**src/rtl/muldiv_if.sv**
```systemverilog
// -----------------------------------------------------------------------------
// muldiv_if
// Execute-stage bundle between the pipeline and the multiply/divide unit.
//   master : Execute side. Drives StartE, MdOpE, SrcAE, SrcBE, MtHiE, MtLoE.
//            Observes HI, LO, HiLoBusy, DoneM.
//   slave  : muldiv_unit. Takes the operation request and returns the HI/LO
//            registers, the busy flag for the hazard unit and the done pulse.
// -----------------------------------------------------------------------------
interface muldiv_if;
    logic        StartE;    // valid MULT/MULTU/DIV/DIVU in Execute
    logic [1:0]  MdOpE;     // 00 MULT, 01 MULTU, 10 DIV, 11 DIVU
    logic [31:0] SrcAE;     // rs: multiplicand / dividend / MTHI-MTLO data
    logic [31:0] SrcBE;     // rt: multiplier / divisor
    logic        MtHiE;     // MTHI in Execute
    logic        MtLoE;     // MTLO in Execute
    logic [31:0] HI;        // HI register
    logic [31:0] LO;        // LO register
    logic        HiLoBusy;  // to hazard unit
    logic        DoneM;     // one-cycle pulse when HI/LO take a result

    modport master (
        output StartE, MdOpE, SrcAE, SrcBE, MtHiE, MtLoE,
        input  HI, LO, HiLoBusy, DoneM
    );

    modport slave (
        input  StartE, MdOpE, SrcAE, SrcBE, MtHiE, MtLoE,
        output HI, LO, HiLoBusy, DoneM
    );
endinterface

```
**src/rtl/muldiv_unit.sv**
```systemverilog
// -----------------------------------------------------------------------------
// muldiv_unit
// Iterative 32-bit multiply/divide unit owning the HI/LO registers.
// One operand bit per cycle: 32 RUN cycles, then one FIX cycle that applies
// the signed correction and writes HI/LO. MTHI/MTLO write in one edge.
//
// Ports:
//   clk   : pipeline clock, rising edge
//   reset : asynchronous, active-high; IDLE, counter 0, HI=LO=0, DoneM=0
//   bus   : muldiv_if.slave (StartE, MdOpE, SrcAE, SrcBE, MtHiE, MtLoE in;
//           HI, LO, HiLoBusy, DoneM out)
//
// Configuration macro: MULDIV_DIV_EN
//   defined   : DIV/DIVU supported (restoring divider compiled in)
//   undefined : DIV/DIVU requests are no-ops (no RUN, HI/LO unchanged)
// -----------------------------------------------------------------------------
module muldiv_unit (
    input  logic    clk,
    input  logic    reset,
    muldiv_if.slave bus
);
    typedef enum logic [1:0] {
        IDLE = 2'd0,
        RUN  = 2'd1,
        FIX  = 2'd2
    } state_t;

    state_t      state_r;
    state_t      state_next_s;
    logic [4:0]  count_r;
    logic [63:0] acc_r;       // mult: product sum; div: {remainder, dividend->quotient}
    logic [63:0] mcand_r;     // multiplicand, shifted left each RUN cycle
    logic [31:0] opb_r;       // mult: multiplier (shifted right); div: divisor
    logic        sign_res_r;  // negate product / quotient at FIX
    logic [31:0] hi_r;
    logic [31:0] lo_r;
    logic        done_r;

    logic        signed_op_s;
    logic        accept_s;
    logic [31:0] abs_a_s;
    logic [31:0] abs_b_s;
    logic [63:0] mult_step_s;
    logic [63:0] prod_fix_s;
    logic [31:0] res_hi_s;
    logic [31:0] res_lo_s;
`ifdef MULDIV_DIV_EN
    logic        is_div_r;
    logic        sign_dvd_r;
    logic [32:0] div_shift_s;
    logic        div_ge_s;
    logic [31:0] div_diff_s;
    logic [31:0] quo_fix_s;
    logic [31:0] rem_fix_s;
`endif

    function automatic logic [31:0] neg32(input logic [31:0] v);
        return ~v + 32'd1;
    endfunction

    function automatic logic [63:0] neg64(input logic [63:0] v);
        return ~v + 64'd1;
    endfunction

    // Operand conditioning and acceptance of a new operation
    always_comb begin
        signed_op_s = ~bus.MdOpE[0];
        if (signed_op_s && bus.SrcAE[31]) begin
            abs_a_s = neg32(bus.SrcAE);
        end else begin
            abs_a_s = bus.SrcAE;
        end
        if (signed_op_s && bus.SrcBE[31]) begin
            abs_b_s = neg32(bus.SrcBE);
        end else begin
            abs_b_s = bus.SrcBE;
        end
`ifdef MULDIV_DIV_EN
        accept_s = (state_r == IDLE) && bus.StartE;
`else
        // Divide requests are swallowed: never leave IDLE for them.
        accept_s = (state_r == IDLE) && bus.StartE && !bus.MdOpE[1];
`endif
    end

    // Per-iteration datapath and FIX-cycle sign correction
    always_comb begin
        mult_step_s = acc_r + (opb_r[0] ? mcand_r : 64'd0);
        if (sign_res_r) begin
            prod_fix_s = neg64(acc_r);
        end else begin
            prod_fix_s = acc_r;
        end
        res_hi_s = prod_fix_s[63:32];
        res_lo_s = prod_fix_s[31:0];
`ifdef MULDIV_DIV_EN
        // Bring the next dividend bit into the partial remainder; the 33-bit
        // compare decides the quotient bit, and when it succeeds the true
        // difference fits in 32 bits.
        div_shift_s = {acc_r[63:32], acc_r[31]};
        div_ge_s    = (div_shift_s >= {1'b0, opb_r});
        div_diff_s  = div_shift_s[31:0] - opb_r;
        if (sign_res_r) begin
            quo_fix_s = neg32(acc_r[31:0]);
        end else begin
            quo_fix_s = acc_r[31:0];
        end
        // With a zero divisor the remainder path leaves |dividend| here, so
        // restoring the dividend sign returns the original SrcAE.
        if (sign_dvd_r) begin
            rem_fix_s = neg32(acc_r[63:32]);
        end else begin
            rem_fix_s = acc_r[63:32];
        end
        if (is_div_r) begin
            res_hi_s = rem_fix_s;
            if (opb_r == 32'd0) begin
                res_lo_s = 32'hFFFF_FFFF;
            end else begin
                res_lo_s = quo_fix_s;
            end
        end else begin
            res_hi_s = prod_fix_s[63:32];
            res_lo_s = prod_fix_s[31:0];
        end
`endif
    end

    // FSM state register
    always_ff @(posedge clk or posedge reset) begin
        if (reset) begin
            state_r <= IDLE;
        end else begin
            state_r <= state_next_s;
        end
    end

    // FSM next-state logic
    always_comb begin
        state_next_s = state_r;
        case (state_r)
            IDLE: begin
                if (accept_s) begin
                    state_next_s = RUN;
                end else begin
                    state_next_s = IDLE;
                end
            end
            RUN: begin
                if (count_r == 5'd31) begin
                    state_next_s = FIX;
                end else begin
                    state_next_s = RUN;
                end
            end
            FIX:     state_next_s = IDLE;
            default: state_next_s = IDLE;
        endcase
    end

    // Datapath registers, HI/LO and the done pulse
    always_ff @(posedge clk or posedge reset) begin
        if (reset) begin
            count_r    <= 5'd0;
            acc_r      <= 64'd0;
            mcand_r    <= 64'd0;
            opb_r      <= 32'd0;
            sign_res_r <= 1'b0;
            hi_r       <= 32'd0;
            lo_r       <= 32'd0;
            done_r     <= 1'b0;
`ifdef MULDIV_DIV_EN
            is_div_r   <= 1'b0;
            sign_dvd_r <= 1'b0;
`endif
        end else begin
            done_r <= 1'b0;
            case (state_r)
                IDLE: begin
                    if (accept_s) begin
                        count_r    <= 5'd0;
                        mcand_r    <= {32'd0, abs_a_s};
                        opb_r      <= abs_b_s;
                        sign_res_r <= signed_op_s & (bus.SrcAE[31] ^ bus.SrcBE[31]);
`ifdef MULDIV_DIV_EN
                        is_div_r   <= bus.MdOpE[1];
                        sign_dvd_r <= signed_op_s & bus.SrcAE[31];
                        acc_r      <= bus.MdOpE[1] ? {32'd0, abs_a_s} : 64'd0;
`else
                        acc_r      <= 64'd0;
`endif
                    end else if (!bus.StartE) begin
                        // A StartE that was not accepted suppresses MTHI/MTLO too.
                        if (bus.MtHiE) begin
                            hi_r <= bus.SrcAE;
                        end
                        if (bus.MtLoE) begin
                            lo_r <= bus.SrcAE;
                        end
                    end
                end
                RUN: begin
                    count_r <= count_r + 5'd1;
`ifdef MULDIV_DIV_EN
                    if (is_div_r) begin
                        if (div_ge_s) begin
                            acc_r <= {div_diff_s, acc_r[30:0], 1'b1};
                        end else begin
                            acc_r <= {div_shift_s[31:0], acc_r[30:0], 1'b0};
                        end
                    end else begin
                        acc_r   <= mult_step_s;
                        mcand_r <= {mcand_r[62:0], 1'b0};
                        opb_r   <= {1'b0, opb_r[31:1]};
                    end
`else
                    acc_r   <= mult_step_s;
                    mcand_r <= {mcand_r[62:0], 1'b0};
                    opb_r   <= {1'b0, opb_r[31:1]};
`endif
                end
                FIX: begin
                    count_r <= 5'd0;
                    hi_r    <= res_hi_s;
                    lo_r    <= res_lo_s;
                    done_r  <= 1'b1;
                end
                default: begin
                    count_r <= 5'd0;
                end
            endcase
        end
    end

    assign bus.HI       = hi_r;
    assign bus.LO       = lo_r;
    assign bus.DoneM    = done_r;
    assign bus.HiLoBusy = bus.StartE || (state_r != IDLE);

endmodule

```
**src/flat_wrapper.sv**
```systemverilog
// flat-port wrapper written by rule: the top's interface ports become plain ports
module muldiv_unit_flat 
  (clk, reset, bus_StartE, bus_MdOpE, bus_SrcAE, bus_SrcBE, bus_MtHiE, bus_MtLoE, bus_HI, bus_LO, bus_HiLoBusy, bus_DoneM);
  muldiv_if bus_i ();
  input  logic clk;
  input  logic reset;
  input wire logic [$bits(bus_i.StartE)-1:0] bus_StartE;
  input wire logic [$bits(bus_i.MdOpE)-1:0] bus_MdOpE;
  input wire logic [$bits(bus_i.SrcAE)-1:0] bus_SrcAE;
  input wire logic [$bits(bus_i.SrcBE)-1:0] bus_SrcBE;
  input wire logic [$bits(bus_i.MtHiE)-1:0] bus_MtHiE;
  input wire logic [$bits(bus_i.MtLoE)-1:0] bus_MtLoE;
  output wire logic [$bits(bus_i.HI)-1:0] bus_HI;
  output wire logic [$bits(bus_i.LO)-1:0] bus_LO;
  output wire logic [$bits(bus_i.HiLoBusy)-1:0] bus_HiLoBusy;
  output wire logic [$bits(bus_i.DoneM)-1:0] bus_DoneM;
  assign bus_i.StartE = bus_StartE;
  assign bus_i.MdOpE = bus_MdOpE;
  assign bus_i.SrcAE = bus_SrcAE;
  assign bus_i.SrcBE = bus_SrcBE;
  assign bus_i.MtHiE = bus_MtHiE;
  assign bus_i.MtLoE = bus_MtLoE;
  assign bus_HI = bus_i.HI;
  assign bus_LO = bus_i.LO;
  assign bus_HiLoBusy = bus_i.HiLoBusy;
  assign bus_DoneM = bus_i.DoneM;
  muldiv_unit u_core (.clk(clk), .reset(reset), .bus(bus_i));
endmodule
```
**config.mk**
```make
export PLATFORM = sky130hd
export DESIGN_NAME = muldiv_unit_flat
export DESIGN_NICKNAME = d
export VERILOG_FILES = /design/src/rtl/muldiv_if.sv /design/src/rtl/muldiv_unit.sv /design/src/flat_wrapper.sv
export SDC_FILE = /design/constraint.sdc
export NUM_CORES = 1
export LEC_CHECK = 0
export ABC_CLOCK_PERIOD_IN_PS = 10650
export CORE_UTILIZATION = 33
export CTS_CLUSTER_DIAMETER = 120
export DETAILED_ROUTE_END_ITERATION = 8
export SLEW_MARGIN = 25
export SYNTH_ARGS = -nofsm -noshare
export SYNTH_HDL_FRONTEND = slang
export SYNTH_SLANG_ARGS = --single-unit
```
**constraint.sdc**
```tcl
create_clock -name clk -period 10.65 [get_ports clk]
set_input_delay 2.6625 -clock clk [delete_from_list [all_inputs] [get_ports clk]]
set_output_delay 2.6625 -clock clk [all_outputs]
set_load 0.02 [all_outputs]
```
==> results of run 1 <==
## state kept, by name, summed over array words and instances, names as in the netlist
| name | count |
|---|---|
| u_core.state_r | 2 |
| u_core.acc_r | 64 |
| u_core.count_r | 5 |
| u_core.bus.LO | 32 |
| u_core.opb_r | 32 |
| u_core.mcand_r | 64 |
| u_core.sign_res_r | 1 |
| u_core.bus.DoneM | 1 |
| u_core.bus.HI | 32 |
## cells in the final DEF, fill, tap and decap left out, types with 13 or more instances in the layout
cell	Yosys	layout
sky130_fd_sc_hd__a22oi_1	63	63
sky130_fd_sc_hd__xnor2_1	104	104
sky130_fd_sc_hd__nor2_1	163	162
sky130_fd_sc_hd__inv_1	25	23
sky130_fd_sc_hd__clkdlybuf4s50_1	0	136
sky130_fd_sc_hd__a21o_1	36	36
sky130_fd_sc_hd__o41ai_1	13	13
sky130_fd_sc_hd__o31ai_1	70	70
sky130_fd_sc_hd__or3_1	14	14
sky130_fd_sc_hd__nand4_1	23	23
sky130_fd_sc_hd__a21oi_1	102	102
sky130_fd_sc_hd__and2_1	67	67
sky130_fd_sc_hd__nor2b_1	16	14
sky130_fd_sc_hd__nand3_1	74	74
sky130_fd_sc_hd__dfrtp_1	233	232
sky130_fd_sc_hd__ha_1	68	68
sky130_fd_sc_hd__nand2_1	239	239
sky130_fd_sc_hd__nor3_1	28	28
sky130_fd_sc_hd__a211oi_1	16	16
sky130_fd_sc_hd__buf_4	0	15
sky130_fd_sc_hd__clkbuf_16	0	27
sky130_fd_sc_hd__xor2_1	78	78
sky130_fd_sc_hd__o21ai_0	224	224
## logic make-up after synthesis
logic type                 after synthesis  share of synthesized area
buffers and inverters                  148                    0.03911
adders and majority gates               69                    0.05466
xor gates and xnor gates               182                     0.1000
and+or+nand+nor                        687                     0.2037
muxes                                    2                   0.001257
DFF                                    233                     0.3659
AOI/OAI and AO/OA                      599                     0.2353
## worst paths after layout
check / to / slack (ns)
min in group asynchronous: u_core.bus.LO[19] / 2.65
min: u_core.bus.LO[21] / 0.48
min reg2reg: u_core.bus.LO[21] / 0.48
max reg2reg: u_core.acc_r[60] / 5.20
max in group asynchronous: u_core.bus.HI[25] / 6.72
max: bus_HiLoBusy / 3.98
## Yosys cell counts, types with 3 or more instances
library cell and number:
sky130_fd_sc_hd__o31ai_1 70, sky130_fd_sc_hd__a221o_1 3, sky130_fd_sc_hd__a211oi_1 16, sky130_fd_sc_hd__nand2_1 239, sky130_fd_sc_hd__xor2_1 78, sky130_fd_sc_hd__a2111oi_0 4, sky130_fd_sc_hd__nand2b_1 14, sky130_fd_sc_hd__o21a_1 11
sky130_fd_sc_hd__and2_1 67, sky130_fd_sc_hd__clkbuf_8 6, sky130_fd_sc_hd__or3_1 14, sky130_fd_sc_hd__a21boi_0 3, sky130_fd_sc_hd__inv_1 25, sky130_fd_sc_hd__nor4_1 8, sky130_fd_sc_hd__or2_2 6, sky130_fd_sc_hd__o21bai_1 12
sky130_fd_sc_hd__a31oi_1 10, sky130_fd_sc_hd__dfrtp_1 233, sky130_fd_sc_hd__nor3_1 28, sky130_fd_sc_hd__and3_1 3, sky130_fd_sc_hd__or3_4 3, sky130_fd_sc_hd__a22oi_1 63, sky130_fd_sc_hd__a311oi_1 3, sky130_fd_sc_hd__or3_2 5
sky130_fd_sc_hd__o211ai_1 5, sky130_fd_sc_hd__o41ai_1 13, sky130_fd_sc_hd__a221oi_1 7, sky130_fd_sc_hd__a21o_1 36, sky130_fd_sc_hd__buf_1 13, sky130_fd_sc_hd__nor3b_1 3, sky130_fd_sc_hd__ha_1 68, sky130_fd_sc_hd__nor2b_1 16
sky130_fd_sc_hd__nor2_1 163, sky130_fd_sc_hd__nand3_1 74, sky130_fd_sc_hd__a41oi_1 4, sky130_fd_sc_hd__a21oi_1 102, sky130_fd_sc_hd__o21ai_0 224, sky130_fd_sc_hd__nor4b_1 3, sky130_fd_sc_hd__clkbuf_1 103, sky130_fd_sc_hd__or4_1 9
sky130_fd_sc_hd__o22ai_1 3, sky130_fd_sc_hd__xnor2_1 104, sky130_fd_sc_hd__nand4_1 23
## power breakdown
group,internal [mW],switching (mW)
Sequential,1.30,0.415
Combinational,1.06,1.48
Clock,0.557,0.388
## area by class of cell
type / count / area (µm²) / area share
flip-flops and latches: 233 / 5832 / 0.3131
repair buffers: 153 / 1505 / 0.08081
clock inverters: 8 / 90.09 / 0.004837
clock buffers: 38 / 787.0 / 0.04225
well taps: 615 / 769.5 / 0.04131
multi-input cells: 1539 / 9540 / 0.5122
inverters: 25 / 101.3 / 0.005441
## metal layers
layer	share of wire	routed length, µm	up-vias	global-route usage
met2	0.45	23370	447	0.3292
met3	0.065	3395	73	0.03021
met1	0.46	24200	7298	0.3021
li1	-	-	6959	-
met4	0.022	1155	0	0.05332
met5	0	0	-	0
## critical path: cells and delay by family
kind	cells	cell delay [ns]
simple gates	1	0.33
buf+inv	2	1.02
## metrics by stage
stage               power (mW)  hold slack, ns  utilization  std cells
detailed placement       4.249          0.4648       0.3725       2565
global placement         4.214          0.4597       0.3723       2565
floorplan                3.394          0.4429            -       1920
finish                   5.202          0.4762       0.3909       2611
global route             5.578          0.4975       0.3909       2611
CTS                      5.214          0.4799       0.3909       2611
==> flow_metrics.env, run 1 <==
export IMPL_fin_area_um2=18630
export IMPL_asyncSetResetFlopFracSynth=1.000
export IMPL_syn_cell_area_um2=15930
export IMPL_dp_hpwl_um=37030
export IMPL_post_synth_top_area_cell="sky130_fd_sc_hd__dfrtp_1"
export IMPL_worst_path_max_fanout=5
export IMPL_gp_congestion=0.9143
export IMPL_drive_gt1_frac=0.04659
export IMPL_start_util=0.3344
export IMPL_timing_final_crit_share=0.6265
export IMPL_r2r_start="u_core.opb_r[0]"
export IMPL_drtPass1Iterations=5
export IMPL_antenna_diode_count=0
export IMPL_hp_start="u_core.bus.LO[21]"
export IMPL_track_usage=0.2100
export IMPL_path_cells="clkdlybuf4s50_1 -> or3_1 -> clkdlybuf4s50_1"
export IMPL_dpl_instance_area_um2=17750
export IMPL_fin_setup_tns_ns=0
export IMPL_classification_of_the_worst_setup_path="input port to output port"
export IMPL_first_global_vias=14180
export IMPL_post_place_ws_ns=3.984
export IMPL_run_status="finished clean"
export IMPL_grt_setup_unrepaired="false"
export IMPL_placement_io_buffers=136
export IMPL_clk_latency_ns=0.56
export IMPL_report_final_slew_viol_count=0
export IMPL_critPathMaxStageDelay_ns=0.55
export IMPL_power_per_cell_area_nw_per_um2=279.3
export IMPL_worst_clock_skew_ns=0.02654
export IMPL_postSynth_topFlopCell="sky130_fd_sc_hd__dfrtp_1"
export IMPL_boundaryPins=137
export IMPL_filler_cell_count=4867
export IMPL_dr_first_iter_drc_count=1440
export IMPL_pin_count_of_the_biggest_net_entering_global_routing=131
export IMPL_die_area_um2=49160
export IMPL_synth_top_area_frac=0.3659
export IMPL_timing_worst_slew_pin_value_ns=1.015
export IMPL_global_route_wire_length_before_repair_um=81920
export IMPL_finalNetCount=2118
export IMPL_avgViaCountPerCell=5.660
export IMPL_post_cts_resized=0
export IMPL_yosysWarnings=0
export IMPL_row_count=80
export IMPL_cp_arrival_ns=4.01
export IMPL_synthesis_instances=1920
export IMPL_achievable_frequency_ghz=0.1499
export IMPL_setup_viol_count_final=0
export IMPL_floorplan_die_width_um=221.7
export IMPL_mappedNetlistNets=2060
export IMPL_ir_worst_vdd_uv=149.0
export IMPL_placeableCoreArea_um2=47650
export IMPL_clk_root_buffer_cell="sky130_fd_sc_hd__clkbuf_16"
export IMPL_cts_max_path_buffers=3
export IMPL_route_vias_total=14780
export IMPL_maxCapViolCount=0
export IMPL_worst_hold_path_num_cells=2
export IMPL_tritoncts="done"
export IMPL_cts_hold_buf=0
export IMPL_hold_path_class="flop to flop"
export IMPL_power_leakage_nw=7.715
export IMPL_number_of_enable_type_register_cells_in_the_synthesized_netlist=0
export IMPL_wl_um=52110
export IMPL_overall_die_height_um=221.7
export IMPL_global_route_overflow_total=0
export IMPL_numClockSinks=233
export IMPL_required_ns=7.99
export IMPL_grt_antenna_before_repair=0
export IMPL_avgRoutedWirePerCell_um=19.96
export IMPL_synth_distinct_cells=61
export IMPL_clk_pin_slew_ns=0.06
export IMPL_critical_path_endpoint_type="output port"
export IMPL_tritoncts_num_buffers=26
export IMPL_timing_max_slew_rel_slack=0.3233
export IMPL_slowest_stage="sky130_fd_sc_hd__clkdlybuf4s50_1"
export IMPL_library_cell_appearing_most_often_on_the_critical_path="sky130_fd_sc_hd__clkdlybuf4s50_1"
export IMPL_layout_min_cycle_time_ns=6.672
export IMPL_cts_repair_timing_setup_buffer_count=0
export IMPL_synth_seq_cells=233
export IMPL_h_tree_depth=1
export IMPL_route_detailed_drc=0
export IMPL_drt_antenna_violating_nets=0
export IMPL_post_route_worst_setup_slack_ns=3.978
export IMPL_average_cell_area_after_synthesis_um2=8.298
export IMPL_syn_to_final_growth_pct=16.90
export IMPL_critPathLaunch="bus_StartE"
export IMPL_sequential_cell_area_fraction_in_the_yosys_report=0.3659
export IMPL_rr_worst_depth=17
export IMPL_hold_viol_final=0
export IMPL_setup_worst_path_start_class="input port"
export IMPL_netlist_top_cells_area="sky130_fd_sc_hd__dfrtp_1, sky130_fd_sc_hd__o21ai_0, sky130_fd_sc_hd__xnor2_1"
No activity file was read; power rests on OpenSTA's default activity.
==> run 2, diff against run 1 <==
--- a/config.mk
+++ b/config.mk
@@ -5,7 +5,7 @@
 export SDC_FILE = /design/constraint.sdc
 export NUM_CORES = 1
 export LEC_CHECK = 0
-export ABC_CLOCK_PERIOD_IN_PS = 10650
+export ABC_CLOCK_PERIOD_IN_PS = 6300
 export CORE_UTILIZATION = 33
 export CTS_CLUSTER_DIAMETER = 120
 export DETAILED_ROUTE_END_ITERATION = 8
==> constraint.sdc (replaced) <==
create_clock -name clk -period 6.3 [get_ports clk]
set_input_delay 1.575 -clock clk [delete_from_list [all_inputs] [get_ports clk]]
set_output_delay 1.575 -clock clk [all_outputs]
set_load 0.02 [all_outputs]
==> run 2 against run 1 <==
Against the previous run:
- critical path depth rose by 12
- final cell count rose by 0.31%
- critical endpoint is now u_core.acc_r[62]
- cell area rose by 0.66%
- highest routed layer unchanged
- power rose by 74%
- worst setup slack got worse by 2.7 ns
- hold slack barely moved
- die area did not move
- clock-buffer cell count did not move
- combinational power rose by 72%
- sequential share of layout area fell by 0.20 points
- sequential power rose by 71%
- global-route usage rose by 0.98 points
==> flow_metrics.env, run 2 (synthesized netlist as in run 1, its figures left out) <==
export IMPL_run_status="finished clean"
export IMPL_fin_setup_tns_ns=0
export IMPL_tritoncts_num_buffers=28
export IMPL_clk_root_buffer_cell="sky130_fd_sc_hd__clkbuf_16"
export IMPL_pin_count_of_the_biggest_net_entering_global_routing=122
export IMPL_timing_max_slew_rel_slack=0.3244
export IMPL_dp_hpwl_um=39560
export IMPL_power_clock_fraction=0.194
export IMPL_start_util=0.3344
export IMPL_timing_worst_slew_pin_value_ns=0.9878
export IMPL_hold_viol_final=0
export IMPL_reg2reg_setup_slack_ns=1.26
export IMPL_global_route_overflow_total=0
export IMPL_track_usage=0.2198
export IMPL_achievable_frequency_ghz=0.1985
export IMPL_maxCapViolCount=0
export IMPL_gp_congestion=0.9455
export IMPL_cts_max_path_buffers=3
export IMPL_worst_path_max_fanout=53
export IMPL_clk_pin_slew_ns=0.06
export IMPL_timing_final_crit_share=0.7998
export IMPL_worst_hold_slack_ns=0.4760
export IMPL_drtPass1Iterations=5
export IMPL_dr_first_iter_drc_count=1234
export IMPL_floorplan_die_width_um=221.7
export IMPL_finalNetCount=2121
export IMPL_critical_path_endpoint_type="flop"
export IMPL_post_cts_resized=0
export IMPL_cell_count_post_placement=2566
export IMPL_global_route_wire_length_before_repair_um=85350
export IMPL_wl_um=54330
export IMPL_p_sw_frac=0.4428
export IMPL_required_ns=6.72
export IMPL_setup_viol_count_final=0
export IMPL_numClockSinks=233
export IMPL_hold_path_class="flop to flop"
export IMPL_net_switching_power_mw=4.013
export IMPL_post_route_worst_setup_slack_ns=1.261
export IMPL_p_seq_frac=0.322
export IMPL_report_final_slew_viol_count=0
export IMPL_dpl_instance_area_um2=17760
export IMPL_r2r_start="u_core.opb_r[0]"
export IMPL_grt_setup_unrepaired="false"
export IMPL_route_vias_total=14820
export IMPL_avgRoutedWirePerCell_um=20.74
export IMPL_layout_min_cycle_time_ns=5.039
export IMPL_internal_power_mw=5.049
export IMPL_boundaryPins=137
export IMPL_power_leakage_nw=7.758
export IMPL_syn_to_final_growth_pct=17.67
export IMPL_layout_cells_most_common="sky130_fd_sc_hd__nand2_1"
export IMPL_cts_repair_timing_setup_buffer_count=0
export IMPL_power_per_cell_area_nw_per_um2=483.4
export IMPL_largestRegisters="u_core.acc_r: 64 flops, u_core.mcand_r: 64 flops"
export IMPL_avgViaCountPerCell=5.658
export IMPL_worst_clock_skew_ns=0.01463
export IMPL_final_cells=2619
export IMPL_overall_die_height_um=221.7
export IMPL_route_detailed_drc=0
export IMPL_setup_worst_path_start_class="flop"
export IMPL_row_count=80
export IMPL_final_cell_mix="sky130_fd_sc_hd__nand2_1, sky130_fd_sc_hd__dfrtp_1, sky130_fd_sc_hd__o21ai_0"
export IMPL_hp_start="u_core.bus.LO[13]"
export IMPL_drt_antenna_violating_nets=0
export IMPL_cp_arrival_ns=5.46
export IMPL_classification_of_the_worst_setup_path="flop to flop"
export IMPL_hold_path_end="u_core.bus.LO[13]"
export IMPL_placeableCoreArea_um2=47650
export IMPL_fin_area_um2=18750
export IMPL_h_tree_depth=1
export IMPL_tritoncts="done"
export IMPL_post_place_ws_ns=1.420
export IMPL_first_global_vias=14620
export IMPL_die_area_um2=49160
export IMPL_cts_hold_buf=0
export IMPL_filler_cell_count=4847
export IMPL_clk_latency_ns=0.57
export IMPL_ir_worst_vdd_uv=239.6
export IMPL_grt_antenna_before_repair=1
export IMPL_worstReg2RegEnd="u_core.acc_r[62]"
export IMPL_power_frac_comb=0.484
export IMPL_rr_worst_depth=15
export IMPL_worst_hold_path_num_cells=2
export IMPL_placement_io_buffers=136
export IMPL_drive_gt1_frac=0.04895
[run 2: changes by cell type in the layout (fill, tap and decap cells not counted), moves of 2 or more]
cell,change
sky130_fd_sc_hd__diode_2,+2
sky130_fd_sc_hd__clkinvlp_4,+4
sky130_fd_sc_hd__clkbuf_8,-2
sky130_fd_sc_hd__bufinv_16,+2
sky130_fd_sc_hd__clkbuf_16,+2
[run 2: worst max path at each step]
| stage | start | endpoint | depth (start not counted) |
|---|---|---|---|
| floorplan | reset | u_core.acc_r[0] | 1 |
| global placement | u_core.opb_r[0] | u_core.acc_r[62] | 15 |
| detailed placement | u_core.opb_r[0] | u_core.acc_r[62] | 15 |
| CTS | u_core.opb_r[0] | u_core.acc_r[62] | 15 |
| global route | u_core.opb_r[0] | u_core.acc_r[62] | 15 |
| finish | u_core.opb_r[0] | u_core.acc_r[62] | 15 |
[run 2: metal layers]
layer  part of all wire  wire length, µm  GRT usage  vias up
met1               0.46            24980     0.3112     7286
li1                   -                -          -     6971
met4              0.023             1234    0.05399        0
met2               0.45            24710     0.3514      481
met5                  0                0          0        -
met3              0.062             3395    0.03141       81
[run 2: cell type report]
| cell class | instances | area (µm²) | share of cell area |
|---|---|---|---|
| Antenna cell | 2 | 5.005 | 0.0002670 |
| Multi-Input combinational cell | 1539 | 9537 | 0.5087 |
| Tap cell | 615 | 769.5 | 0.04104 |
| Timing Repair Buffer | 154 | 1521 | 0.08115 |
| Inverter | 25 | 97.59 | 0.005206 |
| Sequential cell | 233 | 5832 | 0.3111 |
| Clock buffer | 38 | 809.5 | 0.04318 |
| Clock inverter | 13 | 176.4 | 0.009410 |
[run 2: power by group through the flow]
stage	registers [mW]	logic, mW	clock network [mW]
6_report	2.92	4.39	1.76
5_1_grt	3.01	4.84	1.84
4_1_cts	2.90	4.38	1.78
3_5_place_dp	2.92	4.36	0
3_3_place_gp	2.90	4.32	0
2_1_floorplan	2.91	2.83	0
[run 2: metrics by stage]
stage	util	total power [mW]
5_1_grt	0.3934	9.698
3_3_place_gp	0.3727	7.225
4_1_cts	0.3934	9.068
2_1_floorplan	-	5.737
6_report	0.3935	9.062
3_5_place_dp	0.3727	7.284
[run 2: critical path: stages (launching register included)]
cell and delay [ns]:
sky130_fd_sc_hd__dfrtp_1 0.54, sky130_fd_sc_hd__buf_4 0.53, sky130_fd_sc_hd__and2_1 0.21, sky130_fd_sc_hd__ha_1 0.32, sky130_fd_sc_hd__a21oi_1 0.28, sky130_fd_sc_hd__o21ai_0 0.27, sky130_fd_sc_hd__or2_2 0.36, sky130_fd_sc_hd__a2111oi_0 0.55
sky130_fd_sc_hd__buf_4 0.24, sky130_fd_sc_hd__nor3_1 0.06, sky130_fd_sc_hd__a2111o_1 0.44, sky130_fd_sc_hd__nand2_1 0.14, sky130_fd_sc_hd__o21ai_0 0.21, sky130_fd_sc_hd__a221oi_1 0.46, sky130_fd_sc_hd__xor2_1 0.18, sky130_fd_sc_hd__o21ai_0 0.08
==> run 3, diff against run 2 <==
--- a/config.mk
+++ b/config.mk
@@ -5,7 +5,7 @@
 export SDC_FILE = /design/constraint.sdc
 export NUM_CORES = 1
 export LEC_CHECK = 0
-export ABC_CLOCK_PERIOD_IN_PS = 6300
+export ABC_CLOCK_PERIOD_IN_PS = 4740
 export CORE_UTILIZATION = 33
 export CTS_CLUSTER_DIAMETER = 120
 export DETAILED_ROUTE_END_ITERATION = 8
==> constraint.sdc (replaced) <==
create_clock -name clk -period 4.74 [get_ports clk]
set_input_delay 1.185 -clock clk [delete_from_list [all_inputs] [get_ports clk]]
set_output_delay 1.185 -clock clk [all_outputs]
set_load 0.02 [all_outputs]
==> run 3 against run 2 <==
Against the previous run:
- power rose by 30%
- die area did not move
- largest power group unchanged
- sequential power is 34% higher
==> flow_metrics.env, run 3 (synthesized netlist as in run 1, its figures left out) <==
export IMPL_boundaryPins=137
export IMPL_maxCapViolCount=0
export IMPL_filler_cell_count=4849
export IMPL_clk_pin_slew_ns=0.06
export IMPL_track_usage=0.2142
export IMPL_global_route_wire_length_before_repair_um=83150
export IMPL_grt_setup_unrepaired="false"
export IMPL_power_per_cell_area_nw_per_um2=629.4
export IMPL_worstReg2RegEnd="u_core.acc_r[62]"
export IMPL_classification_of_the_worst_setup_path="flop to flop"
export IMPL_wl_um=53510
export IMPL_area_of_the_multi_input_gates_um2=9538
export IMPL_drtPass1Iterations=6
export IMPL_drt_antenna_violating_nets=0
export IMPL_layout_min_cycle_time_ns=4.478
export IMPL_reg2reg_setup_slack_ns=0.26
export IMPL_post_place_ws_ns=0.2146
export IMPL_report_final_slew_viol_count=0
export IMPL_worst_hold_slack_ns=0.4755
export IMPL_setup_worst_path_start_class="flop"
export IMPL_finalPower_mw=11.82
export IMPL_critical_path_endpoint_type="flop"
export IMPL_finalNetCount=2134
export IMPL_dr_first_iter_drc_count=1126
export IMPL_worst_path_max_fanout=38
export IMPL_layout_cells_most_common="sky130_fd_sc_hd__nand2_1"
export IMPL_start_util=0.3344
export IMPL_numClockSinks=233
export IMPL_overall_die_height_um=221.7
export IMPL_avgViaCountPerCell=5.590
export IMPL_pin_count_of_the_biggest_net_entering_global_routing=98
export IMPL_grt_antenna_before_repair=1
export IMPL_final_cells=2629
export IMPL_achievable_frequency_ghz=0.2233
export IMPL_hp_start="u_core.bus.LO[3]"
export IMPL_rr_worst_depth=17
export IMPL_placement_io_buffers=136
export IMPL_timing_worst_slew_pin_value_ns=0.8783
export IMPL_largestRegisters="u_core.acc_r: 64 flops, u_core.mcand_r: 64 flops"
export IMPL_hold_path_class="flop to flop"
export IMPL_clk_root_buffer_cell="sky130_fd_sc_hd__clkbuf_16"
export IMPL_gp_congestion=0.9298
export IMPL_timing_final_crit_share=0.9447
export IMPL_clk_latency_ns=0.56
export IMPL_die_area_um2=49160
export IMPL_fin_area_um2=18780
export IMPL_fin_setup_tns_ns=0
export IMPL_r2r_start="u_core.opb_r[0]"
export IMPL_dp_hpwl_um=39480
export IMPL_placeableCoreArea_um2=47650
export IMPL_power_leakage_nw=7.790
export IMPL_route_detailed_drc=0
export IMPL_first_global_vias=14280
export IMPL_worst_clock_skew_ns=0.01223
export IMPL_tritoncts="done"
export IMPL_syn_to_final_growth_pct=17.88
export IMPL_worst_setup_path_endpoint="u_core.acc_r[62]"
export IMPL_cp_arrival_ns=4.88
export IMPL_cts_max_path_buffers=3
export IMPL_h_tree_depth=1
export IMPL_drive_gt1_frac=0.05166
export IMPL_tritoncts_num_buffers=27
export IMPL_avgRoutedWirePerCell_um=20.35
export IMPL_final_cell_mix="sky130_fd_sc_hd__nand2_1, sky130_fd_sc_hd__dfrtp_1, sky130_fd_sc_hd__o21ai_0"
export IMPL_post_route_worst_setup_slack_ns=0.2620
export IMPL_timing_max_slew_rel_slack=0.4138
export IMPL_dpl_instance_area_um2=17880
export IMPL_floorplan_die_width_um=221.7
export IMPL_hold_viol_final=0
export IMPL_ir_worst_vdd_uv=303.5
export IMPL_share_of_the_core_filled_with_cells_in_the_final_layout=0.3942
export IMPL_regArea_um2=5832
export IMPL_row_count=80
export IMPL_global_route_overflow_total=0
export IMPL_setup_viol_count_final=0
export IMPL_route_vias_total=14700
export IMPL_critPathLaunch="u_core.opb_r[0]"
export IMPL_run_status="finished clean"
export IMPL_required_ns=5.14
export IMPL_cell_count_post_placement=2579
-- run 3: critical path, stage by stage, from the launching register on --
cell and delay [ns]:
sky130_fd_sc_hd__dfrtp_1 0.41, sky130_fd_sc_hd__buf_12 0.18, sky130_fd_sc_hd__and2_1 0.17, sky130_fd_sc_hd__ha_1 0.21, sky130_fd_sc_hd__inv_1 0.08, sky130_fd_sc_hd__fa_1 0.22, sky130_fd_sc_hd__nand2b_1 0.14, sky130_fd_sc_hd__a21oi_1 0.09
sky130_fd_sc_hd__o31a_1 0.36, sky130_fd_sc_hd__a2111oi_1 0.72, sky130_fd_sc_hd__buf_4 0.23, sky130_fd_sc_hd__nor3_1 0.06, sky130_fd_sc_hd__a2111o_1 0.43, sky130_fd_sc_hd__nand2_1 0.14, sky130_fd_sc_hd__o21ai_0 0.21, sky130_fd_sc_hd__a221oi_1 0.40
sky130_fd_sc_hd__xor2_1 0.17, sky130_fd_sc_hd__o21ai_0 0.08
-- run 3: area by class of cell --
| type | count | area share |
|---|---|---|
| clock inverter | 7 | 0.004663 |
| inverter | 25 | 0.005263 |
| multi-input combinational | 1539 | 0.5078 |
| antenna | 1 | 0.0001332 |
| sequential | 233 | 0.3105 |
| timing repair buffer | 168 | 0.08920 |
| tap | 615 | 0.04097 |
| clock buffer | 41 | 0.04144 |
-- run 3: metal layers --
metal  vias to the layer above  GRT usage  share of wire  wire length, µm
met3                        74    0.04042          0.065             3458
met1                      7173     0.2976           0.46            24620
met5                         -          0              0                0
met4                         0    0.06048          0.025             1348
li1                       7007          -              -                -
met2                       442     0.3382           0.45            24080
-- run 3: repair_timing --
item                                    4_1_cts  5_1_grt
resized for setup                             0        1
endpoints found under the setup margin        0        1
buffers inserted                              0        0
hold buffers                                  0        0
hold endpoints to repair                      0        0
-- run 3: report_power, final --
part | internal, mW | leakage [nW] | switching [mW] | total (mW)
clock network | 1.23 | 0.423 | 0.880 | 2.11
logic | 2.42 | 4.43 | 3.39 | 5.81
registers | 2.91 | 2.94 | 0.983 | 3.90
total | 6.57 | 7.79 | 5.25 | 11.8
-- run 3: worst min-delay path by stage --
stage,slack (ns),to,cells past startpoint
2_1_floorplan,0.44,u_core.count_r[3],1
3_3_place_gp,0.46,u_core.bus.LO[8],1
3_5_place_dp,0.47,u_core.bus.LO[7],1
4_1_cts,0.48,u_core.bus.LO[3],2
5_1_grt,0.50,u_core.bus.LO[6],1
6_report,0.48,u_core.bus.LO[3],2
